--- src/rtl/makestuff_ram_arb.sv ---
// Round-robin arbiter sharing one single-clock RAM (1 write + 1 registered read port) between NUM_REQ clients.
// Optional same-cycle write-to-read forwarding: define MAKESTUFF_RAM_ARB_FWD_EN.
module makestuff_ram_arb #(
    parameter int NUM_REQ    = 2,
    parameter int ADDR_NBITS = 5,
    parameter int DATA_NBITS = 16
) (
    input  logic                           clk_in,
    input  logic                           reset_in,
    input  logic [NUM_REQ-1:0]             wrValid_in,
    input  logic [NUM_REQ*ADDR_NBITS-1:0]  wrAddr_in,
    input  logic [NUM_REQ*DATA_NBITS-1:0]  wrData_in,
    output logic [NUM_REQ-1:0]             wrReady_out,
    input  logic [NUM_REQ-1:0]             rdValid_in,
    input  logic [NUM_REQ*ADDR_NBITS-1:0]  rdAddr_in,
    output logic [NUM_REQ-1:0]             rdReady_out,
    output logic [DATA_NBITS-1:0]          rdData_out,
    output logic [NUM_REQ-1:0]             rdDataValid_out,
    output logic                           ramWrEnable_out,
    output logic [ADDR_NBITS-1:0]          ramWrAddr_out,
    output logic [DATA_NBITS-1:0]          ramWrData_out,
    output logic [ADDR_NBITS-1:0]          ramRdAddr_out,
    input  logic [DATA_NBITS-1:0]          ramRdData_in
);
    localparam int PTR_NBITS = (NUM_REQ > 1) ? $clog2(NUM_REQ) : 1;
    localparam logic [PTR_NBITS-1:0] LAST_IDX = PTR_NBITS'(NUM_REQ - 1);

    logic [PTR_NBITS-1:0]  r_wr_ptr;
    logic [PTR_NBITS-1:0]  r_rd_ptr;
    logic [NUM_REQ-1:0]    r_rd_tag;
    logic [ADDR_NBITS-1:0] r_rd_addr;

    logic                  w_wr_found;
    logic                  w_rd_found;
    logic [PTR_NBITS-1:0]  w_wr_win;
    logic [PTR_NBITS-1:0]  w_rd_win;
    logic                  w_wr_grant;
    logic                  w_rd_grant;
    logic [ADDR_NBITS-1:0] w_wr_addr_sel;
    logic [DATA_NBITS-1:0] w_wr_data_sel;
    logic [ADDR_NBITS-1:0] w_rd_addr_sel;

    // First requester at or after ptr, searching upward modulo NUM_REQ; returns {found, index}.
    function automatic logic [PTR_NBITS:0] rr_pick(input logic [NUM_REQ-1:0] valid,
                                                   input logic [PTR_NBITS-1:0] ptr);
        logic                 found;
        logic [PTR_NBITS-1:0] idx;
        found = 1'b0;
        idx   = '0;
        for (int k = 0; k < NUM_REQ; k++) begin
            int c;
            c = (int'(ptr) + k) % NUM_REQ;
            if (!found && valid[c]) begin
                found = 1'b1;
                idx   = PTR_NBITS'(c);
            end
        end
        return {found, idx};
    endfunction

    always_comb begin
        // NOTE: every comb output gets a default first so no path leaves it unassigned (no latch).
        wrReady_out = '0;
        rdReady_out = '0;
        {w_wr_found, w_wr_win} = rr_pick(wrValid_in, r_wr_ptr);
        {w_rd_found, w_rd_win} = rr_pick(rdValid_in, r_rd_ptr);
        w_wr_grant = w_wr_found && !reset_in;
        w_rd_grant = w_rd_found && !reset_in;
        if (w_wr_grant) wrReady_out = NUM_REQ'(1) << w_wr_win;
        if (w_rd_grant) rdReady_out = NUM_REQ'(1) << w_rd_win;
        w_wr_addr_sel = wrAddr_in[w_wr_win*ADDR_NBITS +: ADDR_NBITS];
        w_wr_data_sel = wrData_in[w_wr_win*DATA_NBITS +: DATA_NBITS];
        w_rd_addr_sel = rdAddr_in[w_rd_win*ADDR_NBITS +: ADDR_NBITS];
    end

    assign ramWrEnable_out = w_wr_grant;
    assign ramWrAddr_out   = w_wr_grant ? w_wr_addr_sel : '0;
    assign ramWrData_out   = w_wr_grant ? w_wr_data_sel : '0;
    // Read address parks on the last granted address so the RAM output stays stable when idle.
    assign ramRdAddr_out   = w_rd_grant ? w_rd_addr_sel : r_rd_addr;
    assign rdDataValid_out = r_rd_tag;

    always_ff @(posedge clk_in or posedge reset_in) begin
        if (reset_in) begin
            r_wr_ptr  <= '0;
            r_rd_ptr  <= '0;
            r_rd_tag  <= '0;
            r_rd_addr <= '0;
        end else begin
            // NOTE: sequential state uses non-blocking assignments so all flops update together.
            r_rd_tag <= rdReady_out;
            if (w_wr_grant) r_wr_ptr <= (w_wr_win == LAST_IDX) ? '0 : w_wr_win + 1'b1;
            if (w_rd_grant) begin
                r_rd_ptr  <= (w_rd_win == LAST_IDX) ? '0 : w_rd_win + 1'b1;
                r_rd_addr <= w_rd_addr_sel;
            end
        end
    end

`ifdef MAKESTUFF_RAM_ARB_FWD_EN
    logic                  r_fwd;
    logic [DATA_NBITS-1:0] r_fwd_data;

    always_ff @(posedge clk_in or posedge reset_in) begin
        if (reset_in) begin
            r_fwd      <= 1'b0;
            r_fwd_data <= '0;
        end else begin
            r_fwd      <= w_wr_grant && w_rd_grant && (w_wr_addr_sel == w_rd_addr_sel);
            r_fwd_data <= w_wr_data_sel;
        end
    end

    assign rdData_out = r_fwd ? r_fwd_data : ramRdData_in;
`else
    assign rdData_out = ramRdData_in;
`endif

endmodule
--- config.mk ---
export PLATFORM = sky130hd
export DESIGN_NAME = makestuff_ram_arb
export DESIGN_NICKNAME = d
export VERILOG_FILES = /design/src/rtl/makestuff_ram_arb.sv
export SDC_FILE = /design/constraint.sdc
export NUM_CORES = 1
export LEC_CHECK = 0
export CORE_ASPECT_RATIO = 0.9
export CORE_MARGIN = 8
export CORE_UTILIZATION = 23
export DETAILED_ROUTE_END_ITERATION = 6
export GPL_ROUTABILITY_DRIVEN = 0
export GPL_TIMING_DRIVEN = 0
export PLACE_DENSITY = 0.85
export SLEW_MARGIN = 20
export SYNTH_ARGS = -nofsm -noshare
export SYNTH_HDL_FRONTEND = slang
export SYNTH_SLANG_ARGS = --single-unit
export TNS_END_PERCENT = 100
--- constraint.sdc ---
create_clock -name clk_in -period 4.1 [get_ports clk_in]
set_input_delay 1.23 -clock clk_in [delete_from_list [all_inputs] [get_ports clk_in]]
set_output_delay 1.23 -clock clk_in [all_outputs]
set_load 0.01 [all_outputs]
# Yosys cells after proc, flatten, opt, wreduce, memory -nomap -nowiden
# Cells that the tools add are included.
op_classes:
  add_sub_neg: 4
  n_mul: 2
  magnitude_cmp: 4
  shifts: 5
  muxes: 25
  n_bitwise: 2
  reduce_logical: 7
ops:
  columns: ["cell", "n"]
  rows:
  - ["$shiftx A32 B6 Y16", 1]
  - ["$mux W1", 20]
  - ["$shiftx A10 B5 Y5", 2]
  - ["$mux W16", 1]
  - ["$mux W5", 2]
  - ["$mul A1 B3 Y4 const B", 2]
  - ["$lt A2 B3 Y1 const B", 2]
  - ["$add A1 B1 Y1 const B", 4]
  - ["$logic_and A1 B1 Y1", 4]
  - ["$lt A1 B2 Y1 const B", 2]
  - ["$mux W2", 2]
  - ["$shl A1 B1 Y2 const A", 2]
  - ["$logic_not A1 Y1", 3]
  - ["$and A1 B1 Y1 const A", 2]
word_totals:
  reg_bits: 9
  input_bits: 74
  output_inout_bits: 49
  elab_cells: 53

# Longest topological paths before layout
logic_depth:
  depth_word: 10
  ltp_mapped: 4

# Least setup slack after synthesis
# Ideal clock, no wire load.
synth_timing:
  path_type: "input -> output"
  from: "input rdValid_in[0]"
  to: "output ramRdAddr_out[0]"
  arrival_ns: 2.004
  required_time_ns: 2.870
  path_slack_ns: 0.866
  path_stages: 3
  n_path_buf: 0
  cell_sequence: "inv_2 a211oi_2 a221o_1"
synth_between:
  elab_chain_cells: 9
  elab_cells_between_ends: 15
synth_rtl:
  columns: ["item", "line", "rtl"]
  rows:
  - ["from (decl)", "14", "input logic [NUM_REQ-1:0] rdValid_in,"]
  - ["$mux W1 (not written as such) (2 in series)", "53", "if (!found && valid[c]) begin"]
  - ["$mux W1", "53", null]
  - ["$logic_not A1 Y1", "53", null]
  - ["$logic_and A1 B1 Y1", "53", null]
  - ["$mux W1", "53", null]
  - ["$mul A1 B3 Y4", "73", "w_rd_addr_sel = rdAddr_in[w_rd_win*ADDR_NBITS +: ADDR_NBITS];"]
  - ["$shiftx A10 B5 Y5", "73", null]
  - ["$mux W5 *", null, null]
  - ["to (decl)", "22", "output logic [ADDR_NBITS-1:0] ramRdAddr_out,"]
# Mark *: on every way between the ends. The rest lies on a longest branch, timed or not. The select of a mux whose other input is x is not followed.

# Worst setup path after layout
# Ends and elaborated chain as after synthesis.

==> metrics.cfg <==
[outcome]
outcome = finished clean

[grt]
track_usage_pct = 14.52
grt_max_degree = 12
antenna_found_initial = 0
first_global_vias = 1066
grt_overflow_total = 0
grt_pass1_wl_mm = 6.306

[synth]
yosysSeqAreaShare_pct = 30.20
synth.top_cell.area_share_pct = 30.20
synth-async-reset-ratio_pct = 100.0
synth_cells = 73
ys_warn_count = 0
syn_area_per_cell_um2 = 10.22
yosysMostFrequentCell = a22o_1
muxShareOfSynthArea_pct = 0
syn-num-nets = 147
yosysTopAreaCell = dfrtp_1
synth_xor_area_share_pct = 0
synthAdderAreaFrac_pct = 0
yosys-top-cells-area = dfrtp_1 (30%), a22o_1 (25%), buf_4 (18%)
synthesis.area_um2 = 745.7
synth-compound-area-share_pct = 41.11
synth_top_family_by_area = compound AO/OA/AOI/OAI gates
yosys.area_share.simple_pct = 6.040
ys.flop_type = dfrtp_1
synth_common_cells = a22o_1 (21), buf_4 (18), dfrtp_1 (9)
synth_edf_count = 0
synth_cell_types = 16
ys_ff_latch = 9

[power]
netSwitchingFraction_pct = 28.91
combPwrFrac_pct = 53.8
p_sw_w = 0.0001091
powerDensity_mw_per_mm2 = 196.8
p_leak_nw = 0.9165
sequentialPowerShare_pct = 27.8
finalPower_w = 0.0003772
p_int_w = 0.0002682
irDropWorstVdd_mv = 0.1296
clkPwrFrac_pct = 18.4

[clock_tree]
clk_latency_ps = 260
cts_hold_buf = 0
cts_buffers = 3
clockBufferDepth = 2
cts_root_buffer = clkbuf_4
clk_pin_slew_ps = 60
htree_levels = 1
cts_tree = yes
cts.sinks = 9

[floorplanning]
boundaryPins = 123
coreArea_mm2 = 0.003067
start_util_pct = 24.32
num_rows = 19
die-height_um = 70.02
die-area_mm2 = 0.005323
die_w_um = 76.02

[timing]
finalSetupViolCount = 0
hold_viol = 0
tns_ps = 0
period_minus_slack_ps = 3980
slew_headroom_pct = 74.70
fmax_mhz = 251.3
fin_skew_ps = 3.688
worst_pin_slew_ps = 379.5
period_share_pct = 97.07
final_max_slew_viol_count = 0
rsz0062_at_grt = no

[drt]
wl_per_cell_um = 17.61
wl_mm = 4.050
final_antenna_net_count = 0
vias = 1030
firstDrtPassIters = 4
vias_per_cell = 4.478
drt_iter0_drc = 25
drc_errors = 0

[flow_run]
drv_cap = 0

[worst_hold_path]
hold_class = reg2reg

[critical_path]
path_max_fanout = 7
cp-start-kind = input port
critPathKind = in2out
cp.arrival_ps = 2750
crit_path_end_kind = output port
crit_required_ps = 2870

[place]
dp_hpwl_mm = 3.509
dp_cells = 221
dpl-instance-area_mm2 = 0.001859
port_buffers = 106

[cells_and_area]
area_delta_synth_final_pct = 157.0
final_cell_area_mm2 = 0.001917
multi_input_area_um2 = 362.8
stdcell_count = 230
antenna_cells = 0
fillers = 272
ff_latch_area_um2 = 225.2
drive_gt1_share_pct = 18.62
final_nets = 263

## cell usage in the layout (no fill, tap or decap)
cell,n
clkdlybuf4s50_1,78
dlygate4sd2_1,27
a22o_1,21
buf_4,20
dfrtp_1,9
and2_1,5
a221o_1,5
buf_6,5
clkbuf_4,3
a211oi_4,2
o211a_2,2
nor2_1,2
inv_4,1
inv_2,1
o21bai_2,1
inv_1,1
o21ai_0,1
nand2b_1,1
a21o_1,1
clkbuf_1,1
dlymetal6s2s_1,1
## critical path, cell delays in order
cell and delay (ps):
clkdlybuf4s50_1 510, inv_2 70, o211a_2 310, a221o_1 330
dlygate4sd2_1 300
## power groups by stage
stage	logic [W]	registers [W]	clock network [W]
global route	0.000217	0.000106	0.0000788
CTS	0.000207	0.000105	0.0000720
detailed placement	0.000215	0.000106	0
global placement	0.000212	0.000106	0
finish	0.000203	0.000105	0.0000694
floorplan	0.0000782	0.000106	0
## logic make-up (layout without fill, tap and decap cells)
group                  Yosys count  count (layout)
buffers and inverters           23             138
AND/OR/NAND/NOR                  8               8
AO/OA/AOI/OAI                   33              33
flip-flops                       9               9
## layer usage
layer	track usage [%]	wire, um	up-vias
li1	-	-	498
met1	12.95	1361	473
met2	29.56	2361	57
met3	5.115	305	2
met4	3.913	22	0
met5	0	0	-
## state kept, by name, indices dropped and copies added (netlist names)
signal	flops
rdDataValid_out	2
r_wr_ptr	1
r_rd_addr	5
r_rd_ptr	1
## metrics by stage
stage          setup WS (ps)  utilization [%]  hold slack, ps
5_1_grt                54.82            62.51           606.0
4_1_cts                59.18            62.42           588.2
3_3_place_gp          -283.1            60.63           509.6
6_report               120.2            62.51           580.7
2_1_floorplan          866.1                -           493.3
3_5_place_dp          -303.2            60.63           522.1
## what timing repair did
action,in CTS,in global routing
gates cloned,1,0
setup endpoints to repair,30,1
setup buffers,4,0
pin swaps,2,0
resized for setup,34,1
## final timing paths
kind / from / to / depth (start not counted) / slack, ps
setup / recovery: rdValid_in[0] / ramRdAddr_out[0] / 5 / 120
hold / removal: r_rd_addr[2]$_DFF_PP0_ / r_rd_addr[2]$_DFF_PP0_ / 2 / 580
setup reg to reg: r_rd_ptr$_DFFE_PP0P_ / r_rd_addr[0]$_DFF_PP0_ / 2 / 2910
hold reg to reg: r_rd_addr[2]$_DFF_PP0_ / r_rd_addr[2]$_DFF_PP0_ / 2 / 580
max in group asynchronous: reset_in / r_rd_addr[0]$_DFF_PP0_ / 2 / 2810
min in group asynchronous: reset_in / rdDataValid_out[1]$_DFF_PP0_ / 2 / 1150
## area by class of cell
class,instances,area share [%]
buffer,20,8.616
clock buffer,4,1.371
inverter,3,0.7180
multi-input combinational,41,18.93
sequential,9,11.75
tap,42,2.742
timing repair buffer,111,55.87
Power figures use the tool's default switching activity.
